### src/rtl/vga_write_arbiter.sv
// Round-robin arbiter sharing the VGA adapter pixel-write port between the map,
// Link and enemy drawers, with registered pixel output and a burst watchdog.
//
// state   | meaning
// IDLE    | no owner; pick next requester round-robin from ptr
// GRANT   | one requester owns the port for a burst
// RELEASE | one-cycle gap so the finished requester can drop req
module vga_write_arbiter #(
    parameter int X_W       = 8,
    parameter int Y_W       = 7,
    parameter int C_W       = 3,
    parameter int MAX_BURST = 19200
) (
    input  logic             clock,
    input  logic             reset,
    input  logic [2:0]       req,
    input  logic [2:0]       px_valid,
    input  logic [2:0]       px_last,
    input  logic [3*X_W-1:0] px_x,
    input  logic [3*Y_W-1:0] px_y,
    input  logic [3*C_W-1:0] px_c,
    output logic [2:0]       gnt,
    output logic [2:0]       px_ready,
    output logic [X_W-1:0]   vga_x,
    output logic [Y_W-1:0]   vga_y,
    output logic [C_W-1:0]   vga_colour,
    output logic             vga_plot,
    output logic             busy
);

    typedef enum logic [1:0] {IDLE, GRANT, RELEASE} state_t;

    localparam logic [14:0] CNT_LAST = 15'(MAX_BURST - 1);

    state_t      state, state_nxt;
    logic [1:0]  ptr, ptr_nxt;
    logic [14:0] cnt, cnt_nxt;
    logic [2:0]  gnt_nxt;
    logic [2:0]  acc_vec;
    logic        accept;
    logic        burst_end;
    logic [1:0]  g_idx;
    logic [1:0]  win;
    logic [1:0]  cand;
    logic        found;
    logic [X_W-1:0] sel_x;
    logic [Y_W-1:0] sel_y;
    logic [C_W-1:0] sel_c;

    assign px_ready = (state == GRANT) ? gnt : 3'b000;
    assign busy     = (state != IDLE);
    assign acc_vec  = px_valid & px_ready;
    assign accept   = |acc_vec;

    always_comb begin
        g_idx = 2'd0;
        if (gnt[1]) g_idx = 2'd1;
        if (gnt[2]) g_idx = 2'd2;
        sel_x = px_x[int'(g_idx)*X_W +: X_W];
        sel_y = px_y[int'(g_idx)*Y_W +: Y_W];
        sel_c = px_c[int'(g_idx)*C_W +: C_W];
    end

    // First requester found scanning ptr, ptr+1, ptr+2 (mod 3) wins.
    always_comb begin
        win   = 2'd0;
        cand  = 2'd0;
        found = 1'b0;
        for (int k = 0; k < 3; k++) begin
            cand = 2'((int'(ptr) + k) % 3);
            if (!found && req[cand]) begin
                win   = cand;
                found = 1'b1;
            end
        end
    end

    always_comb begin
        state_nxt = state;
        gnt_nxt   = gnt;
        ptr_nxt   = ptr;
        cnt_nxt   = cnt;
        burst_end = 1'b0;
        case (state)
            IDLE: begin
                gnt_nxt = 3'b000;
                if (found) begin
                    gnt_nxt   = 3'b001 << win;
                    cnt_nxt   = 15'd0;
                    state_nxt = GRANT;
                end
            end
            GRANT: begin
                if (accept)
                    cnt_nxt = cnt + 15'd1;
                burst_end = (accept && ((|(acc_vec & px_last)) || (cnt == CNT_LAST)))
                         || (!(|(req & gnt)) && !accept);
                if (burst_end) begin
                    ptr_nxt   = (g_idx == 2'd2) ? 2'd0 : g_idx + 2'd1;
                    gnt_nxt   = 3'b000;
                    state_nxt = RELEASE;
                end
            end
            RELEASE: begin
                gnt_nxt   = 3'b000;
                state_nxt = IDLE;
            end
            default: begin
                gnt_nxt   = 3'b000;
                state_nxt = IDLE;
            end
        endcase
    end

    always_ff @(posedge clock) begin
        if (!reset) begin
            state <= IDLE;
            gnt   <= 3'b000;
            ptr   <= 2'd0;
            cnt   <= 15'd0;
        end else begin
            state <= state_nxt;
            gnt   <= gnt_nxt;
            ptr   <= ptr_nxt;
            cnt   <= cnt_nxt;
        end
    end

    // Adapter has no backpressure, so every accepted pixel is plotted next cycle.
    always_ff @(posedge clock) begin
        if (!reset) begin
            vga_x      <= '0;
            vga_y      <= '0;
            vga_colour <= '0;
            vga_plot   <= 1'b0;
        end else begin
            vga_plot <= accept;
            if (accept) begin
                vga_x      <= sel_x;
                vga_y      <= sel_y;
                vga_colour <= sel_c;
            end
        end
    end

endmodule

### config.mk
export PLATFORM = sky130hd
export DESIGN_NAME = vga_write_arbiter
export DESIGN_NICKNAME = d
export VERILOG_FILES = /design/src/rtl/vga_write_arbiter.sv
export SDC_FILE = /design/constraint.sdc
export NUM_CORES = 1
export LEC_CHECK = 0
export ABC_AREA = 1
export BUFFER_PORTS_ARGS = -buffer_cell sky130_fd_sc_hd__buf_2
export CORE_ASPECT_RATIO = 0.7
export CORE_UTILIZATION = 44
export DETAILED_ROUTE_END_ITERATION = 12
export HOLD_SLACK_MARGIN = 0.15
export PLACE_DENSITY = 0.81
export SLEW_MARGIN = 20
export SYNTH_ARGS = -nofsm -noshare
export SYNTH_HDL_FRONTEND = slang
export SYNTH_SLANG_ARGS = --single-unit
### constraint.sdc
create_clock -name clock -period 2.42 [get_ports clock]
set_input_delay 0 -clock clock [delete_from_list [all_inputs] [get_ports clock]]
set_output_delay 0 -clock clock [all_outputs]
set_load 0.01 [all_outputs]
==> run metrics, run 1 <==
biggest area consumer among synthesized cells dfxtp_1; Post-synth EDFFs 0; GRT Total Usage about 28%; initial antenna violation count 0; Pins Over Slew Limit 0; Clock Tree Buf Depth 2; synth top area cells dfxtp_1 32%, nand2_1 17%, nor2_1 6.3%, nand3_1 5.9%, inv_1 4.8%; design area 3570 um2; DRT Pass-1 Iters 5; ratio of final minimum period to clock period a little over nine tenths; share of cells above drive strength 1 roughly a quarter; min-delay src req[1]; M3 GR Usage approximately 4.5%; Hold/Removal Path Class input port to flop; reg2reg start state[1]$_SDFFE_PN0P_; fin cells between 500 and 600; outcome finished clean; Fin. Hold Viols 0; Power Internal between 0.0015 and 0.002 W; Avg Inst Size Synth approximately 6.6 um2; Initial Util between 40% and 50%; via count 3181; hold path depth 6; WP buf/inv 3; leak pwr between 1.5 and 2 nW; total of max-cap violations 0; net switching power 0.00142 W; clock network power share a little under a fifth; Worst Hold Path EP gnt[0]$_SDFFE_PN0P_; vias in the first global route 2945; kind of cell adding the most delay to the critical path buffers and inverters; met1 usage 33.7%; Peak Freq ~440 MHz; crit path capture type flop; Die H between 60 and 70 um; Most used DFF post-synth dfxtp_1; grt peak-use layer met2; largest net degree at the start of global routing 40; Netlist Area Pre-Place 2560 um2; Syn-to-layout area delta 39.6%; Worst Setup Path Type flop to flop; Worst slew margin 48.3%; dpl cells roughly 540; DP HPWL a little over 5000 um; Reg clk slew, reported paths about 0.09 ns; max incr delay on CP 0.59 ns; # DRC 0; routed wire length between 8000 and 9000 um; skew final 0.00717 ns; Async SR Flop Fraction 0%; Gate Count Post-Synth approximately 390; Die X 93.1 um; worst-margin pin slew slightly below 0.8 ns; CP arrival about 2.5 ns; CTS H-tree depth 2; crit path time final roughly 2.3 ns; Max FO, Critical Path 39; power per cell area ~860 nW/um2; DRT antenna net count 0; core area about 5400 um2; global routing usage on met2 about half; peak supply drop roughly 480 uV; Iteration-0 DRC Markers 210; CP Cell Sequence inv_2 -> nand2_2 -> nor3_4 -> nor2_8 -> inv_8 -> o21ai_0 -> a31oi_1 -> dlygate4sd3_1; area of the die 6130 um2; sw frac 46.1%; Critical Path RT 2.60 ns; Seq pwr share 29.1%; slowest CP cell dlygate4sd3_1; Seq/Total Area, Yosys around a third; Fin Setup TNS 0 ns; flop-to-flop setup slack roughly 0.13 ns; type of origin of the critical path flop; drt wl/cell about 14 um; top-count cell post-synth nand2_1; Vias/cell 5.42; # diodes 0; syn_nets between 400 and 500; Distinct cells, synth 32; number of synthesized register bits 41; CTS tree built; RSZ-0062 raised after global routing false; CTS Root Cell clkbuf_8; WP depth 8; io pins between 90 and 100; R2R Path End vga_y[2]$_SDFFE_PN0P_; Ys Warns 0; Rows 22; CTS Buf Count 5; top cells by count, synth 114 x nand2_1, 43 x nor2_1, 41 x dfxtp_1; worst-skew pair later-pin latency approximately 0.29 ns; # clock sinks 41; DP Area 3020 um2; final setup fails 0; first-pass GRT wire length about 13000 um; Placer Congestion between 0.8 and 0.9; IO Port Bufs 90; r2r worst-path depth 8; final net count about 580; grt total ovfl 0; Synth top area share 32.1%; Logic pwr share between 50% and 60%
## cells by family (layout without fill, tap and decap cells)
family                   count (synthesis)  in the layout  synth area share [%]
AND/OR/NAND/NOR                        218            218                  37.9
AO/OA/AOI/OAI                           65             65                  16.3
buffers and inverters                   54            181                  9.49
flip-flops                              41             41                  32.1
adder cells (fa/ha/maj)                  5              5                  2.44
XOR/XNOR                                 5              5                  1.71
## cell type report
class / count / area, um2
clock buffer: 5 / 68.8
tap: 72 / 90.1
inverter: 37 / 146
fill: 428 / 1850
sequential: 41 / 821
clock inverter: 3 / 46.3
timing repair buffer: 136 / 903
multi-input combinational: 293 / 1500
## how the worst max path moves through the flow
stage,slack [ns],startpoint,to
2_1_floorplan,0.74,ptr[0]$_SDFFE_PN0P_,cnt[10]$_SDFFE_PN0P_
3_3_place_gp,0.58,ptr[0]$_SDFFE_PN0P_,cnt[8]$_SDFFE_PN0P_
3_5_place_dp,0.47,ptr[0]$_SDFFE_PN0P_,cnt[0]$_SDFFE_PN0P_
4_1_cts,0.02,state[0]$_SDFFE_PN0P_,vga_x[0]$_SDFFE_PN0P_
5_1_grt,0.01,state[1]$_SDFFE_PN0P_,vga_y[2]$_SDFFE_PN0P_
6_report,0.13,state[1]$_SDFFE_PN0P_,vga_y[2]$_SDFFE_PN0P_
## worst min-delay path, cell delays in order
cell and delay (ns):
buf_2 0.15, nand3_1 0.09, nand2_1 0.08, nor2_1 0.04, nand2_1 0.05, a21oi_1 0.05
## cells in the final DEF (no fill, tap or decap), types with 4 or more instances in the layout
cell / netlist / final
dlygate4sd3_1: 0 / 43
inv_1: 33 / 33
nor3_1: 7 / 7
nand4_1: 10 / 10
a41oi_1: 13 / 13
nand2_2: 4 / 4
a22oi_1: 4 / 4
nor2_1: 43 / 43
a21oi_1: 20 / 20
nand2_1: 114 / 114
ha_1: 5 / 5
clkbuf_8: 0 / 5
nand3_1: 30 / 30
xor2_1: 5 / 5
buf_2: 5 / 90
o21ai_0: 19 / 19
dfxtp_1: 41 / 41
## sequential cells by signal (all words and copies together), names as in the netlist
register and count:
gnt 3, vga_x 8, state 2, cnt 15, vga_y 7, vga_colour 3
vga_plot 1, ptr 2
## stage by stage
step / hold WS (ns) / utilization, % / worst slack [ns] / total power (W)
3_5_place_dp: 0.281 / 55.7 / 0.472 / 0.00235
5_1_grt: 0.241 / 65.9 / 0.0125 / 0.00328
2_1_floorplan: 0.160 / - / 0.735 / 0.00201
4_1_cts: 0.195 / 65.7 / 0.0173 / 0.00300
6_report: 0.210 / 65.9 / 0.125 / 0.00307
3_3_place_gp: 0.273 / 55.7 / 0.577 / 0.00231
## power groups by stage
stage               clock, W  sequential, W  combinational, W
detailed placement         0       0.000902           0.00145
CTS                 0.000565       0.000889           0.00154
finish              0.000565       0.000894           0.00161
floorplan                  0       0.000917           0.00109
global placement           0       0.000897           0.00141
global route        0.000598       0.000910           0.00178
## per-layer routing
metal  vias to the layer above  routed length [um]
met3                        29                 511
met1                      1472                3500
met4                         0                 277
met2                       143                3890
met5                         -                   0
li1                       1537                   -
## repair_timing
action                                 CTS  global route
endpoints found under the hold margin   21             0
resized for setup                        0             4
buffers inserted                         0             0
setup endpoints to repair                0            12
hold buffers                            43             0
No activity file was read; power rests on OpenSTA's default activity.
==> inputs of run 2 (changes only) <==
--- a/config.mk
+++ b/config.mk
@@ -5,13 +5,13 @@
 export SDC_FILE = /design/constraint.sdc
 export NUM_CORES = 1
 export LEC_CHECK = 0
-export ABC_AREA = 1
+export ABC_AREA = 0
 export BUFFER_PORTS_ARGS = -buffer_cell sky130_fd_sc_hd__buf_2
 export CORE_ASPECT_RATIO = 0.7
 export CORE_UTILIZATION = 44
 export DETAILED_ROUTE_END_ITERATION = 12
 export HOLD_SLACK_MARGIN = 0.15
-export PLACE_DENSITY = 0.81
+export PLACE_DENSITY = 0.82
 export SLEW_MARGIN = 20
 export SYNTH_ARGS = -nofsm -noshare
 export SYNTH_HDL_FRONTEND = slang
==> constraint.sdc (replaced) <==
create_clock -name clock -period 2.42 [get_ports clock]
set_input_delay 0 -clock clock [delete_from_list [all_inputs] [get_ports clock]]
set_output_delay 0 -clock clock [all_outputs]
set_load 0.005 [all_outputs]
==> run metrics, run 2 <==
outcome finished clean; # fillers a little under 400; # DRC 0; Power Internal 0.00142 W; hold path depth 5; Most used DFF post-synth dfxtp_1; Seq/Total Area, Yosys 35.4%; DRT antenna net count 0; design area roughly 3200 um2; Worst Setup Path Type flop to flop; worst-margin pin slew slightly above 0.8 ns; Critical Path RT between 2 and 3 ns; Netlist Area Pre-Place 2320 um2; CTS Buf Count 5; top-count cell post-synth nand2_1; Place WS between 0.2 and 0.25 ns; min-delay src px_x[4]; Initial Util a little under half; vias in the first global route around 2500; Max FO, Critical Path 13; Synth top area share between 30% and 40%; Iteration-0 DRC Markers 171; first-pass GRT wire length between 10000 and 15000 um; Worst slew margin roughly 44%; number of flip-flops in the largest register 15; CP startpoint ptr[0]$_SDFFE_PN0P_; Seq pwr share a little over a third; max incr delay on CP 0.47 ns; net switching power between 0.0008 and 0.0009 W; biggest area consumer among synthesized cells dfxtp_1; most frequent cells in the layout 90 x buf_2, 65 x nand2_1, 41 x dfxtp_1; final net count 483; CTS H-tree depth 2; reg2reg start ptr[0]$_SDFFE_PN0P_; Clock Tree Buf Depth 2; # clock sinks ~40; initial antenna violation count 0; share of cells above drive strength 1 26.6%; Placer Congestion ~0.94; Distinct cells, synth 37; sw frac 37.9%; Fin. Hold Viols 0; IO Port Bufs 90; DRT Pass-1 Iters 5; leak pwr 1.26 nW; syn_nets approximately 370; Rows 21; routed wire length 6570 um; DP HPWL approximately 4200 um; power per cell area between 700 and 800 nW/um2; Vias/cell roughly 5.4; Post-synth EDFFs 0; skew final around 0.0094 ns; Syn-to-layout area delta 36.2%; RSZ-0062 raised after global routing false; r2r worst-path depth 8; DP Area ~2800 um2; clock network power share 19.4%; WP buf/inv 2; GRT Total Usage around a quarter; Die H 62.7 um; grt total ovfl 0; drt wl/cell 13.6 um; final setup margin approximately 0.19 ns; commonest non-fill, non-tap cell in the layout buf_2; worst-skew pair later-pin latency 0.30 ns; # diodes 0; type of origin of the critical path flop; Peak Freq 449 MHz; CTS Root Cell clkbuf_8; ratio of final minimum period to clock period about 92%; peak supply drop around 350 uV; final setup fails 0; Fin Setup TNS 0 ns; slowest CP cell o41ai_4; largest net degree at the start of global routing 44; total of max-cap violations 0; core area about 4900 um2; Avg Inst Size Synth 7.70 um2; WP depth 8; top flop regs cnt (15), vga_x (8), vga_y (7); via count 2614; Gate Count Post-Synth about 300; kind of cell adding the most delay to the critical path compound AO/OA/AOI/OAI gates; Async SR Flop Fraction 0%; io pins 91; top cells by count, synth 65 x nand2_1, 41 x dfxtp_1, 23 x a21oi_1, 23 x mux2i_1, 23 x nor2_1; Logic pwr share 45.5%; CP Cell Sequence inv_1 -> ha_1 -> nor2b_1 -> o21a_1 -> o41ai_4 -> nand2_1 -> buf_4 -> nor2_1; number of synthesized register bits 41; largest register by flop count cnt; area of the die ~5600 um2; CTS tree built; Hold/Removal Path Class input port to flop; Pins Over Slew Limit 0; CP arrival about 2.5 ns; crit path capture type flop; Die X about 89 um; synth top area cells dfxtp_1 35%, nand2_1 11%, mux2i_1 9.9%, a21oi_1 5.0%, o21ai_0 4.3%; Reg clk slew, reported paths 0.08 ns; Ys Warns 0; crit path time final ~2.2 ns
-- run 2: cell count changes in the layout (fill, tap and decap cells not counted), moves of 6 or more --
cell / delta
a41oi_1: -13
dlygate4sd3_1: -20
xnor2_1: +7
nand2_1: -49
nand3_1: -16
mux2i_1: +23
nand4_1: -6
buf_4: +7
nor2_1: -20
inv_1: -25
-- run 2: through the flow --
stage	utilization [%]	hold slack [ns]	power [W]	cells
final	64.2	0.150	0.00229	483
after CTS	64.2	0.151	0.00227	483
after detailed placement	57.8	0.345	0.00178	452
after global placement	57.8	0.331	0.00175	452
after floorplan	-	0.260	0.00149	301
after global routing	64.2	0.194	0.00245	483
-- run 2: power by group through the flow --
stage               combinational (W)  clock, W  sequential, W
floorplan                    0.000670         0       0.000816
global placement             0.000940         0       0.000815
detailed placement           0.000961         0       0.000819
CTS                           0.00102  0.000447       0.000804
global route                  0.00115  0.000478       0.000818
finish                        0.00104  0.000444       0.000806
-- run 2: cell type report --
| class | instances | area [um2] | area share (%) |
|---|---|---|---|
| Tap cell | 69 | 86.3 | 2.74 |
| Sequential cell | 41 | 821 | 26.0 |
| Timing Repair Buffer | 123 | 756 | 23.9 |
| Multi-Input combinational cell | 233 | 1370 | 43.5 |
| Clock inverter | 2 | 15.0 | 0.476 |
| Inverter | 9 | 33.8 | 1.07 |
| Clock buffer | 6 | 72.6 | 2.30 |
-- run 2: repair_timing --
item | in CTS | in global routing
endpoints found under the hold margin | 25 | 0
hold buffers | 23 | 0
setup buffers | 0 | 0
gates resized for setup | 0 | 0
-- run 2: worst register-to-register path: stages (launching register included) --
cell     delay [ns]
dfxtp_1        0.38
inv_1          0.08
ha_1           0.42
nor2b_1        0.18
o21a_1         0.20
o41ai_4        0.47
nand2_1        0.09
buf_4          0.19
nor2_1         0.12
-- run 2: cell families after synthesis --
group,count (synthesis),synth area share [%]
xor+xnor,13,4.91
compound gates,57,15.3
flops,41,35.4
mux,23,9.94
buf+inv,27,5.40
simple gates,135,26.3
fa+ha+maj,5,2.70
-- run 2: worst paths after layout --
| kind | to | slack (ns) |
|---|---|---|
| setup / recovery | cnt[3]$_SDFFE_PN0P_ | 0.19 |
| hold / removal | vga_x[4]$_SDFFE_PN0P_ | 0.15 |
| setup reg to reg | cnt[3]$_SDFFE_PN0P_ | 0.19 |
| hold reg to reg | vga_y[4]$_SDFFE_PN0P_ | 0.46 |
-- run 2: layer usage --
layer | wire (um) | vias to the layer above | GRT usage, %
met2 | 3140 | 143 | 41.9
met4 | 132 | 0 | 10.5
met3 | 570 | 17 | 5.02
met5 | 0 | - | 0
li1 | - | 1258 | -
met1 | 2720 | 1196 | 34.1
==> inputs of run 3 (changes only) <==
--- a/config.mk
+++ b/config.mk
@@ -9,9 +9,10 @@
 export BUFFER_PORTS_ARGS = -buffer_cell sky130_fd_sc_hd__buf_2
 export CORE_ASPECT_RATIO = 0.7
 export CORE_UTILIZATION = 44
+export CTS_CLUSTER_DIAMETER = 30
 export DETAILED_ROUTE_END_ITERATION = 12
 export HOLD_SLACK_MARGIN = 0.15
-export PLACE_DENSITY = 0.82
+export PLACE_DENSITY = 0.85
 export SLEW_MARGIN = 20
 export SYNTH_ARGS = -nofsm -noshare
 export SYNTH_HDL_FRONTEND = slang
==> constraint.sdc (replaced) <==
create_clock -name clock -period 1.85 [get_ports clock]
set_input_delay 0 -clock clock [delete_from_list [all_inputs] [get_ports clock]]
set_output_delay 0 -clock clock [all_outputs]
set_load 0.005 [all_outputs]
==> run metrics, run 3 (synthesis results as in run 2) <==
Max FO, Critical Path 5; CTS H-tree depth 2; first-pass GRT wire length 13200 um; commonest non-fill, non-tap cell in the layout buf_2; design area roughly 3500 um2; # DRC 0; CTS Root Cell clkbuf_8; IO Port Bufs 90; io pins a little over 90; Clock Tree Buf Depth 2; RSZ-0062 raised after global routing true; r2r worst-path depth 8; Rows 21; Pins Over Slew Limit 0; total of max-cap violations 0; reg2reg start ptr[0]$_SDFFE_PN0P_; min-delay src px_y[2]; crit path capture type flop; Final Util between 70% and 80%; final setup fails 17; DP HPWL ~4500 um; DP Area 2980 um2; hold path depth 5; R2R Path End cnt[0]$_SDFFE_PN0P_; worst-margin pin slew around 0.60 ns; leak pwr approximately 1.4 nW; violated checks setup timing; outcome finished with violations; peak supply drop roughly 590 uV; Syn-to-layout area delta 52.2%; via count about 2900; # diodes 0; most frequent cells in the layout 90 x buf_2, 64 x nand2_1, 39 x dfxtp_1; final setup margin -0.0824 ns; area of the die approximately 5600 um2; drt wl/cell 16.7 um; Hold/Removal Path Class input port to flop; power per cell area between 900 and 1000 nW/um2; final net count slightly above 500; DRT antenna net count 0; top flop regs cnt (15), vga_x (8), vga_y (7); Worst slew margin between 50% and 60%; grt total ovfl 0; vias in the first global route 2761; Fin. Hold Viols 0; Initial Util about 47%; routed wire length about 8500 um; Peak Freq 517 MHz; crit path time final 1.93 ns; Die X slightly below 90 um; Critical Path RT ~2.1 ns; # clock sinks about 40; Reg clk slew, reported paths 0.08 ns; flop-to-flop setup slack -0.08 ns; Iteration-0 DRC Markers approximately 300; number of flip-flops in the largest register 15; CTS tree built; Placer Congestion 0.917; Vias/cell between 5 and 6; CTS Buf Count 5; Place WS -0.171 ns; core area 4910 um2; worst-skew pair later-pin latency 0.31 ns; Die H ~63 um; initial antenna violation count 0; CP arrival approximately 2.2 ns; GRT Total Usage between 30% and 40%; # fillers about 300; Power Total approximately 0.0035 W; Worst Hold Path EP vga_y[2]$_SDFFE_PN0P_; largest net degree at the start of global routing 44; DRT Pass-1 Iters 5; largest register by flop count cnt; share of cells above drive strength 1 between 30% and 40%; skew final about 0.014 ns; type of origin of the critical path flop; ratio of final minimum period to clock period 104%; Worst Setup Path Type flop to flop
## run 3: changes by cell type in the layout (fill, tap and decap cells not counted), sizes merged
cell / before / now
buf: 100 / 118
dlygate4sd3: 23 / 30
clkinvlp: 2 / 0
bufinv: 0 / 1
clkinv: 1 / 2
## run 3: area by class of cell
cell class,instances,area (um2),share of cell area [%]
well taps,69,86.3,2.45
repair buffers,148,993,28.2
clock inverters,2,38.8,1.10
multi-input cells,233,1480,41.8
clock buffers,6,72.6,2.06
flip-flops and latches,41,826,23.4
inverters,9,33.8,0.958
## run 3: worst max-delay path by stage
stage	start	end	slack, ns	cells past startpoint
after global routing	ptr[0]$_SDFFE_PN0P_	cnt[2]$_SDFFE_PN0P_	-0.11	8
after global placement	ptr[1]$_SDFFE_PN0P_	gnt[2]$_SDFFE_PN0P_	0.001	6
after detailed placement	ptr[1]$_SDFFE_PN0P_	gnt[2]$_SDFFE_PN0P_	-0.17	6
after floorplan	ptr[0]$_SDFFE_PN0P_	cnt[7]$_SDFFE_PN0P_	-0.02	9
after CTS	ptr[0]$_SDFFE_PN0P_	cnt[5]$_SDFFE_PN0P_	0.002	8
final	ptr[0]$_SDFFE_PN0P_	cnt[0]$_SDFFE_PN0P_	-0.08	8
## run 3: metal layers
| metal | routed length, um | track usage [%] | vias up |
|---|---|---|---|
| met1 | 3210 | 37.0 | 1314 |
| met5 | 0 | 0 | - |
| met2 | 3970 | 50.1 | 230 |
| met3 | 990 | 10.2 | 40 |
| li1 | - | - | 1307 |
| met4 | 289 | 14.9 | 0 |
## run 3: what timing repair did
action	4_1_cts	5_1_grt
gates cloned	0	1
hold buffers	30	0
setup endpoints to repair	18	37
buffers inserted	1	3
resized for setup	12	21
endpoints found under the hold margin	23	0
pin swaps	5	11
## run 3: power breakdown
part / internal, W / switching [W]
clock: 0.000405 / 0.000329
combinational: 0.000793 / 0.000943
sequential: 0.000984 / 0.0000632
## run 3: metrics by stage
stage | setup TNS, ns | hold WS (ns) | cells
6_report | -0.609 | 0.164 | 508
5_1_grt | -1.49 | 0.175 | 508
4_1_cts | 0 | 0.150 | 504
3_5_place_dp | -0.416 | 0.326 | 465
3_3_place_gp | 0 | 0.341 | 465
2_1_floorplan | -0.236 | 0.260 | 301
## run 3: worst max-delay path, cell delays in order (launching register included)
cell and delay [ns]:
dfxtp_2 0.35, inv_2 0.06, ha_4 0.30, mux2i_2 0.24, nor2_2 0.08, o41ai_4 0.41
buf_4 0.21, nand3_2 0.07, a21oi_2 0.15
